$ cat config.mk
export PLATFORM = sky130hd
export DESIGN_NAME = fetch_unit
export DESIGN_NICKNAME = d
export VERILOG_FILES = /design/src/rtl/fetch_pkg.sv /design/src/rtl/fetch_unit_next_pc.sv /design/src/rtl/fetch_unit.sv
export SDC_FILE = /design/constraint.sdc
export NUM_CORES = 1
export LEC_CHECK = 0
export CAP_MARGIN = 0
export CORE_MARGIN = 3
export CORE_UTILIZATION = 55
export DETAILED_ROUTE_END_ITERATION = 10
export DONT_BUFFER_PORTS = 1
export PLACE_DENSITY = 0.7
export SLEW_MARGIN = 10
export SYNTH_ARGS = -nofsm -noshare
export SYNTH_HDL_FRONTEND = slang
export SYNTH_SLANG_ARGS = --single-unit
$ cat constraint.sdc
create_clock -name clk -period 6.3 [get_ports clk]
set_input_delay 0.63 -clock clk [delete_from_list [all_inputs] [get_ports clk]]
set_output_delay 0.63 -clock clk [all_outputs]
set_load 0.1 [all_outputs]
$ cat src/rtl/fetch_pkg.sv
// Shared types and constants for the fetch stage.
package fetch_pkg;

    typedef enum logic [1:0] {
        IDLE = 2'd0,
        RUN  = 2'd1,
        DONE = 2'd2
    } fetch_state_t;

    localparam int IW = 9;

    localparam logic [IW-1:0] NOP_INSTR = 9'b0;

endpackage

$ cat src/rtl/fetch_unit_next_pc.sv
// Combinational next-PC selection: start, halt, redirect, stall, increment.
import fetch_pkg::*;

module fetch_unit_next_pc #(
    parameter int D = 10
) (
    input  fetch_state_t state,
    input  logic         start,
    input  logic [D-1:0] start_addr,
    input  logic         halt,
    input  logic         redirect_valid,
    input  logic         redirect_rel,
    input  logic [D-1:0] redirect_target,
    input  logic         stall,
    input  logic [D-1:0] prog_ctr,
    input  logic [D-1:0] instr_pc,
    output logic [D-1:0] pc_next,
    output logic         flush,
    output logic         fetch
);

    logic [D-1:0] target;

    // D-bit add wraps modulo 2**D, which is exactly the sign-extended sum.
    always_comb begin
        target = redirect_target;
        if (redirect_rel) begin
            target = instr_pc + redirect_target;
        end
    end

    always_comb begin
        pc_next = prog_ctr;
        flush   = 1'b0;
        fetch   = 1'b0;
        unique case (state)
            IDLE, DONE: begin
                if (start) begin
                    pc_next = start_addr;
                end
            end
            RUN: begin
                if (halt) begin
                    pc_next = prog_ctr;
                end else if (redirect_valid) begin
                    pc_next = target;
                    flush   = 1'b1;
                end else if (!stall) begin
                    pc_next = prog_ctr + 1'b1;
                    fetch   = 1'b1;
                end
            end
            default: begin
                pc_next = prog_ctr;
            end
        endcase
    end

endmodule

$ cat src/rtl/fetch_unit.sv
// Fetch stage: owns the PC, captures ROM data into the fetch register.
import fetch_pkg::*;

module fetch_unit #(
    parameter int D  = 10,
    parameter int IW = fetch_pkg::IW
) (
    input  logic          clk,
    input  logic          reset,
    input  logic          start,
    input  logic [D-1:0]  start_addr,
    input  logic          stall,
    input  logic          redirect_valid,
    input  logic          redirect_rel,
    input  logic [D-1:0]  redirect_target,
    input  logic          halt,
    output logic [D-1:0]  prog_ctr,
    input  logic [IW-1:0] mach_code,
    output logic [IW-1:0] instr_out,
    output logic [D-1:0]  instr_pc,
    output logic          instr_valid,
    output logic          running,
    output logic          done
);

    fetch_state_t state;
    logic [D-1:0] pc_next;
    logic         flush;
    logic         fetch;

    fetch_unit_next_pc #(
        .D(D)
    ) u_next_pc (
        .state           (state),
        .start           (start),
        .start_addr      (start_addr),
        .halt            (halt),
        .redirect_valid  (redirect_valid),
        .redirect_rel    (redirect_rel),
        .redirect_target (redirect_target),
        .stall           (stall),
        .prog_ctr        (prog_ctr),
        .instr_pc        (instr_pc),
        .pc_next         (pc_next),
        .flush           (flush),
        .fetch           (fetch)
    );

    always_ff @(posedge clk or posedge reset) begin
        if (reset) begin
            state       <= IDLE;
            prog_ctr    <= '0;
            instr_out   <= IW'(NOP_INSTR);
            instr_pc    <= '0;
            instr_valid <= 1'b0;
            running     <= 1'b0;
            done        <= 1'b0;
        end else begin
            prog_ctr <= pc_next;
            unique case (state)
                IDLE: begin
                    if (start) begin
                        state   <= RUN;
                        running <= 1'b1;
                    end
                end
                RUN: begin
                    if (halt) begin
                        state       <= DONE;
                        instr_valid <= 1'b0;
                        running     <= 1'b0;
                        done        <= 1'b1;
                    end else if (flush) begin
                        instr_valid <= 1'b0;
                    end else if (fetch) begin
                        instr_out   <= mach_code;
                        instr_pc    <= prog_ctr;
                        instr_valid <= 1'b1;
                    end
                end
                DONE: begin
                    instr_valid <= 1'b0;
                    if (start) begin
                        state   <= RUN;
                        running <= 1'b1;
                        done    <= 1'b0;
                    end
                end
                default: begin
                    state       <= IDLE;
                    instr_valid <= 1'b0;
                    running     <= 1'b0;
                    done        <= 1'b0;
                end
            endcase
        end
    end

endmodule

# Word-level counts from Yosys, hierarchy flattened
# Cells that the tools add are included.
# word_totals
ff_bits	34
latchBits	0
ram_bits	0
rom_bits	0
input_bits	36
out_inout_bits	32
wordCells	54
memories	0
# op_classes
addsub	2
multipliers	0
n_div	0
n_lt_le_gt_ge	0
eq_ne	8
shift	0
mux	26
bitwise_logic	3
reduce_logical	8
# ops
operator	count
two-way mux 10 bit	5
case mux 10 bit (2 select lines)	1
two-way mux 1 bit	14
adder 10 x 1 -> 10 bit (second input constant)	1
adder 10 bit	1
AND reduction 4 bit	2
inequality test 2 bit (second input constant)	3
two-way mux 2 bit	2
inequality test 4 bit (second input constant)	1
case mux 1 bit (2 select lines)	2
case mux 2 bit (2 select lines)	1
AND reduction 2 bit	2
inequality test 3 bit (second input constant)	1
NOT 1 bit	3
case mux 1 bit (3 select lines)	1
AND reduction 3 bit	1
equality test 2 x 1 -> 1 bit (second input constant)	1
equality test 2 bit (second input constant)	1
zero test 2 bit	1
inequality test 2 x 1 -> 1 bit (second input constant)	1
nonzero test 2 bit	1
OR reduction 2 bit	1

# Logic depth before layout (Yosys ltp)
# Gate-level depths: netlist (run 1).
# logic_depth
depth_word	8
ltp_mapped	8
ltp_nobuf	7

# Cells and area by module
# A second synthesis (run 1) with hierarchy kept.
# hier_totals
hier_cells	228
area_unflattened_um2	2222.1
# modules_own_cells
mod	instances	cells_per_inst	area_each_um2	seq_area_each_um2
fetch_unit	1	73	1197.4	850.8
fetch_unit_next_pc	1	155	1024.7	0.0

# Worst setup path after synthesis (run 1)
# No wires, ideal clock.
# synth_path
path_type	register -> register
from	reg instr_pc[0]
to	reg prog_ctr[8]
setup_time_ns	0.083
arrival_ns	2.575
required_time_ns	6.217
slack_ns	3.642
path_stages_with_launch	8
n_path_buf	0
period_less_slack_ns	2.658
cell_sequence	dfrtp_1 -> ha_1 -> fa_1 -> a211oi_1 -> nor2_1 -> a221oi_1 -> mux2_2 -> o21ai_0
# synth_between
elab_chain_cells	5
# synth_rtl
item	line_no	source
start, declared	fetch_unit.sv:20	output logic [D-1:0] instr_pc,
start signal, assigned	fetch_unit.sv:77	instr_pc <= prog_ctr;
adder 10 bit	fetch_unit_next_pc.sv:28	target = instr_pc + redirect_target;
two-way mux 10 bit	fetch_unit_next_pc.sv:27	if (redirect_rel) begin
two-way mux 10 bit	fetch_unit_next_pc.sv:45	end else if (redirect_valid) begin
two-way mux 10 bit	fetch_unit_next_pc.sv:43	if (halt) begin
case mux 10 bit (2 select lines)	fetch_unit_next_pc.sv:36	unique case (state)
end signal, assigned	fetch_unit.sv:59	prog_ctr <= pc_next;
end, declared	fetch_unit.sv:17	output logic [D-1:0] prog_ctr,
# No other way between the ends. The select of a mux whose other input is x is not followed.
# A chain may end at the register's enable or synchronous reset.

# Worst setup path in the final report (run 1)
# Ends and elaborated chain as after synthesis.

==> results of run 1 <==
==> metal layers <==
metal | vias to the layer above | routed length [um] | track usage, %
met4 | 0 | 64 | 7.45
met2 | 74 | 2820 | 38.1
met1 | 922 | 2460 | 33.8
li1 | 872 | - | -
met5 | - | 0 | 0
met3 | 8 | 427 | 6.33
==> critical path: cells and delay by family (launching register included) <==
kind | cells | cell delay, ps
compound gates | 3 | 650
flops | 1 | 740
mux | 1 | 370
simple gates | 1 | 110
fa+ha+maj | 2 | 890
==> path summary, 6_finish.rpt <==
check / start / to
max: instr_pc[0]$_DFFE_PP0P_ / prog_ctr[8]$_DFFE_PP0P_
min: reset / prog_ctr[7]$_DFFE_PP0P_
max reg2reg: instr_pc[0]$_DFFE_PP0P_ / prog_ctr[8]$_DFFE_PP0P_
min reg2reg: state[1]$_DFFE_PP0P_ / instr_valid$_DFFE_PP0P_
max in group asynchronous: reset / prog_ctr[4]$_DFFE_PP0P_
min in group clk: redirect_valid / prog_ctr[4]$_DFFE_PP0P_
==> cell families (layout without fill, tap and decap cells) <==
kind of cell | count (synthesis) | count (layout) | share of synthesized area, %
flops | 34 | 34 | 37.9
buf+inv | 18 | 17 | 3.62
xor+xnor | 8 | 8 | 3.12
fa+ha+maj | 11 | 11 | 6.46
mux | 24 | 24 | 11.9
compound gates | 74 | 74 | 22.0
simple gates | 67 | 67 | 15.0
==> cell usage in the layout (no fill, tap or decap), types with 2 or more instances in the layout <==
master,count
nor2_1,19
a21o_1,5
o21ai_0,20
nand4_1,3
nor2b_1,3
clkbuf_8,6
mux2i_1,2
buf_4,3
nor3_1,5
a31oi_1,4
mux2_2,22
dfrtp_1,34
nand2_1,16
a21oi_1,11
o21a_1,7
nand3_1,2
a211oi_1,8
xnor2_1,3
ha_1,10
o221ai_1,6
xor2_1,5
inv_1,5
or3_1,5
and3_1,3
o22a_1,3
nand4b_1,2
o2bb2ai_1,2
==> registers in the layout, indices dropped and copies added (netlist names) <==
| signal | count |
|---|---|
| instr_valid | 1 |
| running | 1 |
| state | 2 |
| prog_ctr | 10 |
| done | 1 |
| instr_out | 9 |
| instr_pc | 10 |
==> per-stage QoR <==
| stage | instances | area (um2) | setup slack, ps |
|---|---|---|---|
| 3_3_place_gp | 275 | 2270 | 3510 |
| 3_5_place_dp | 275 | 2270 | 3500 |
| 4_1_cts | 283 | 2360 | 3490 |
| 5_1_grt | 283 | 2360 | 3300 |
| 2_1_floorplan | 236 | 2250 | 3640 |
| 6_report | 283 | 2360 | 3480 |
==> final cells by class <==
| class | instances | area [um2] | area share, % |
|---|---|---|---|
| clock buffer | 7 | 86.3 | 3.65 |
| clock inverter | 1 | 5.00 | 0.212 |
| inverter | 6 | 22.5 | 0.953 |
| multi-input combinational | 184 | 1320 | 55.7 |
| sequential | 34 | 851 | 36.0 |
| tap | 48 | 60.1 | 2.54 |
| timing repair buffer | 3 | 22.5 | 0.953 |
==> flow_metrics.env, run 1 <==
export IMPL_grt_use_total_pct=24.6
export IMPL_grt_max_degree=35
export IMPL_drtAntennaViolNets=0
export IMPL_initial_utilization_pct=59.1
export IMPL_reg2reg_depth=7
export IMPL_post_route_util_pct=62.2
export IMPL_cts_root_buf="clkbuf_8"
export IMPL_insertion_delay_ps=290
export IMPL_cts_made_buffers=5
export IMPL_firstDrtPassIters=4
export IMPL_diodes=0
export IMPL_setup_viol=0
export IMPL_netlist_instances=236
export IMPL_hold_viol=0
export IMPL_slew_viol_final=0
export IMPL_numClockSinks=34
export IMPL_maxSlewHeadroom_pct=25.8
export IMPL_seq_area_frac_synth_pct=37.9
export IMPL_tns_ps=0
export IMPL_wirelength_um=5770
export IMPL_synth_top_area_share_pct=37.9
export IMPL_yosysTopAreaCell="dfrtp_1"
export IMPL_synth_area_top_cells="dfrtp_1 38%, mux2_2 11%, ha_1 5.6%"
export IMPL_min_period_ps=2820
export IMPL_synth_nets=283
export IMPL_hold_path_class="in -> async"
export IMPL_drtIter0Drc=118
export IMPL_cts_resized=0
export IMPL_slowest_delay_ps=740
export IMPL_syn_area_per_cell_um2=9.52
export IMPL_reg2reg_slack_ps=3480
export IMPL_status="finished, final reports clean"
export IMPL_drv_cap=0
export IMPL_tritoncts="yes"
export IMPL_die_h_um=69.9
export IMPL_path_class="reg -> reg"
export IMPL_yosys_warnings=0
export IMPL_die_area_um2=4890
export IMPL_vias_per_cell=6.63
export IMPL_area_growth_pct=5.24
export IMPL_gp_congestion=0.849
export IMPL_cts_setup_buffers=0
export IMPL_crit_required_ps=6510
export IMPL_nFillCells=326
export IMPL_die_width_um=69.9
export IMPL_max_freq_mhz=354
export IMPL_worstMarginPinSlew_ps=1110
export IMPL_fin_crit_sh_pct=44.8
export IMPL_worstPathMaxFanout=3
export IMPL_crit_path_start_kind="register"
export IMPL_grt_pass1_wl_um=9520
export IMPL_fin_nets=281
export IMPL_synth_most_common_cell="dfrtp_1"
export IMPL_cp_cell_sequence="ha_1 > fa_1 > a211oi_1 > nor2_1 > a221oi_1 > mux2_2 > o21ai_0"
export IMPL_ys_ff_latch=34
export IMPL_place_hpwl_um=4300
export IMPL_overflow=0
export IMPL_yosysUniqueCellTypes=48
export IMPL_grt_pass1_vias=1821
export IMPL_synth_area_um2=2250
export IMPL_cts_clk_slew_worst_paths_ps=70
export IMPL_rows=22
export IMPL_slowest_stage="dfrtp_1"
export IMPL_grt_setup_unrepaired="false"
export IMPL_core_um2=3800
export IMPL_num_vias=1876
export IMPL_synth_edf_count=0
export IMPL_cts_hold_buf=0
export IMPL_antenna_found_initial=0
export IMPL_layout_drive_gt1_share_pct=16.2
export IMPL_port_buffers=0
export IMPL_cts_path_max_buffers=2
export IMPL_async_flop_share_pct=100
export IMPL_drc=0
export IMPL_arrival_ps=3030
export IMPL_h_tree_depth=2
export IMPL_num_io_pins=68
export IMPL_clock_skew_ps=11.5
export IMPL_cp_end_kind="register"
export IMPL_timing_hold_ws_ps=327
export IMPL_avgRoutedWirePerCell_um=20.4
export IMPL_synthTopCellsByCount="34 x dfrtp_1, 22 x mux2_2, 20 x nor2_1, 20 x o21ai_0, 16 x nand2_1"
export IMPL_synth_top_flop_cell="dfrtp_1"
Power of run 1 is not shown: default switching activity piles up to over one toggle a cycle in this logic, so the estimate is an artifact.
==> run 2: changes to the inputs <==
- ABC_AREA: unset -> 1
- PLACE_DENSITY: 0.7 -> 0.73
- clock period: 6.3 -> 2.4 ns (I/O delays scaled with it)
==> run 2 against run 1 <==
Compared with the run above:
- fmax rose by 53%
- die area fell by 0.60%
- setup slack got worse by 2900 ps
- clock skew fell by 3.2 ps
- cell count rose by 32%
- synthesized area fell by 0.67%
- worst hold slack got worse by 240 ps
- non-clock buffer count rose by 22
- flip-flop and latch count did not move
- critical path type unchanged
- largest cell class unchanged
- highest routed layer unchanged
==> flow_metrics.env, run 2 <==
export IMPL_pre_cts_slack_ps=558
export IMPL_grt_setup_unrepaired="false"
export IMPL_timing_rr_end="prog_ctr[6]$_DFFE_PP0P_"
export IMPL_cts_path_max_buffers=2
export IMPL_synth_area_top_cells="dfrtp_1 38%, nand2_1 14%, nor2_1 6.7%"
export IMPL_rows=22
export IMPL_area_growth_pct=15.6
export IMPL_path_delay_family="adder cells"
export IMPL_hold_path_class="in -> reg"
export IMPL_fin_crit_sh_pct=76.9
export IMPL_min_period_ps=1850
export IMPL_crit_required_ps=2590
export IMPL_cts_resized=0
export IMPL_grt_pass1_vias=1967
export IMPL_synth_edf_count=0
export IMPL_place_hpwl_um=4310
export IMPL_insertion_delay_ps=290
export IMPL_firstDrtPassIters=4
export IMPL_slowest_delay_ps=400
export IMPL_regArea_um2=851
export IMPL_avgRoutedWirePerCell_um=15.0
export IMPL_num_io_pins=68
export IMPL_crit_path_start_kind="register"
export IMPL_die_area_um2=4860
export IMPL_cts_root_buf="clkbuf_8"
export IMPL_maxSlewHeadroom_pct=38.6
export IMPL_synth_area_um2=2230
export IMPL_tns_ps=0
export IMPL_syn_area_per_cell_um2=7.41
export IMPL_mostFrequentLayoutCells="86 x nand2_1, 40 x nor2_1, 34 x dfrtp_1, 29 x o21ai_0, 28 x inv_1"
export IMPL_numClockSinks=34
export IMPL_cts_clk_slew_worst_paths_ps=80
export IMPL_final_cells=374
export IMPL_cp_end_kind="register"
export IMPL_status="finished, final reports clean"
export IMPL_seq_area_frac_synth_pct=38.1
export IMPL_r2r_start="instr_pc[0]$_DFFE_PP0P_"
export IMPL_cts_made_buffers=5
export IMPL_async_flop_share_pct=100
export IMPL_dp_cells=365
export IMPL_drc=0
export IMPL_final_common_cell="nand2_1"
export IMPL_yosysTopAreaCell="dfrtp_1"
export IMPL_initial_utilization_pct=59.2
export IMPL_synthTopCellsByCount="86 x nand2_1, 40 x nor2_1, 34 x dfrtp_1, 29 x o21ai_0, 28 x inv_1"
export IMPL_fin_ws_ps=554
export IMPL_worstMarginPinSlew_ps=921
export IMPL_arrival_ps=2030
export IMPL_layout_drive_gt1_share_pct=14.1
export IMPL_slew_viol_final=0
export IMPL_vias_per_cell=5.41
export IMPL_synth_top_area_share_pct=38.1
export IMPL_nFillCells=348
export IMPL_drv_cap=0
export IMPL_setup_viol=0
export IMPL_synth_most_common_cell="nand2_1"
export IMPL_grt_use_total_pct=24.3
export IMPL_ys_ff_latch=34
export IMPL_synth_top_flop_cell="dfrtp_1"
export IMPL_wirelength_um=5620
export IMPL_min_path_cells=1
export IMPL_hold_viol=0
export IMPL_max_freq_mhz=542
export IMPL_port_buffers=0
export IMPL_diodes=0
export IMPL_cp_buffers_inverters=0
export IMPL_cp_cell_sequence="ha_1 > fa_1 > nand3_1 > nand3_1 > nand3_1 > a21oi_1 > o21ai_0 > nand2_1 > nand2_1 > nand2_1"
export IMPL_slowest_stage="fa_1"
export IMPL_path_class="reg -> reg"
export IMPL_worstPathMaxFanout=3
export IMPL_yosysUniqueCellTypes=28
export IMPL_fin_nets=372
export IMPL_min_delay_start="mach_code[6]"
export IMPL_die_width_um=69.7
export IMPL_yosys_warnings=0
export IMPL_reg2reg_depth=10
export IMPL_antenna_found_initial=0
export IMPL_core_um2=3770
export IMPL_num_vias=2022
export IMPL_synth_nets=348
export IMPL_worstHoldEndpoint="instr_out[6]$_DFFE_PP0P_"
export IMPL_grt_max_degree=35
export IMPL_drtAntennaViolNets=0
export IMPL_gp_congestion=0.863
export IMPL_tritoncts="yes"
export IMPL_drtIter0Drc=132
export IMPL_h_tree_depth=2
export IMPL_overflow=0
export IMPL_multi_input_area_um2=1230
export IMPL_grt_pass1_wl_um=9450
export IMPL_reg2reg_slack_ps=550
export IMPL_reg_top3="instr_pc: 10 flops, prog_ctr: 10 flops, instr_out: 9 flops"
export IMPL_clock_skew_ps=8.34
export IMPL_netlist_instances=301
export IMPL_die_h_um=69.7
run 2: cell count changes after synthesis, moves of 9 or more:
cell	previous run	this run
mux2_2	22	0
nor2_1	20	40
o21ai_0	20	29
mux2_4	0	9
inv_1	5	28
nand2_1	16	86
nand3_1	2	18
run 2: metrics by stage:
| step | area [um2] | utilization (%) | hold slack (ps) |
|---|---|---|---|
| 2_1_floorplan | 2230 | - | 375 |
| 5_1_grt | 2580 | 68.4 | 78.5 |
| 4_1_cts | 2580 | 68.4 | 89.7 |
| 3_5_place_dp | 2430 | 64.5 | 248 |
| 6_report | 2580 | 68.4 | 91.2 |
| 3_3_place_gp | 2430 | 64.5 | 248 |
run 2: cell type report:
class                      count  share of cell area [%]
tap                           48                    2.33
multi-input combinational    229                    47.6
inverter                      30                    4.36
sequential                    34                    33.0
clock inverter                 3                    2.67
clock buffer                   5                    2.67
timing repair buffer          25                    7.37
run 2: layer usage:
layer,up-vias,GRT usage [%],wire [um]
met5,-,0,0
met4,0,6.38,68
met3,9,6.23,505
met2,71,37.4,2500
met1,916,34.3,2550
li1,1026,-,-
run 2: kinds of logic (layout without fill, tap and decap cells):
| kind of cell | Yosys count | after routing | synth area share [%] |
|---|---|---|---|
| buffers and inverters | 38 | 63 | 6.79 |
| adder cells (fa/ha/maj) | 11 | 11 | 6.51 |
| XOR/XNOR | 6 | 6 | 2.36 |
| AO/OA/AOI/OAI | 51 | 51 | 12.3 |
| AND/OR/NAND/NOR | 152 | 152 | 27.8 |
| flip-flops | 34 | 34 | 38.1 |
| multiplexers | 9 | 9 | 6.06 |
run 2: timing repair:
action	in CTS	in global routing
buffers inserted	0	0
hold endpoints to repair	34	0
hold buffers	1	0
run 2: worst max path at each step:
stage	startpoint	endpoint	slack, ps	cells after the start
final	instr_pc[0]$_DFFE_PP0P_	prog_ctr[6]$_DFFE_PP0P_	550	10
after global routing	instr_pc[0]$_DFFE_PP0P_	prog_ctr[6]$_DFFE_PP0P_	370	10
after CTS	instr_pc[0]$_DFFE_PP0P_	prog_ctr[6]$_DFFE_PP0P_	550	10
after detailed placement	instr_pc[0]$_DFFE_PP0P_	prog_ctr[6]$_DFFE_PP0P_	560	10
after global placement	instr_pc[0]$_DFFE_PP0P_	prog_ctr[6]$_DFFE_PP0P_	600	10
after floorplan	instr_pc[0]$_DFFE_PP0P_	prog_ctr[6]$_DFFE_PP0P_	110	10
run 2: worst register-to-register path: cells and delay by family (launching register included):
kind,cells,cell delay (ps)
AND/OR/NAND/NOR,6,500
flip-flops,1,390
AO/OA/AOI/OAI,2,230
adder cells (fa/ha/maj),2,620
Power of run 2 is left out for the same reason.
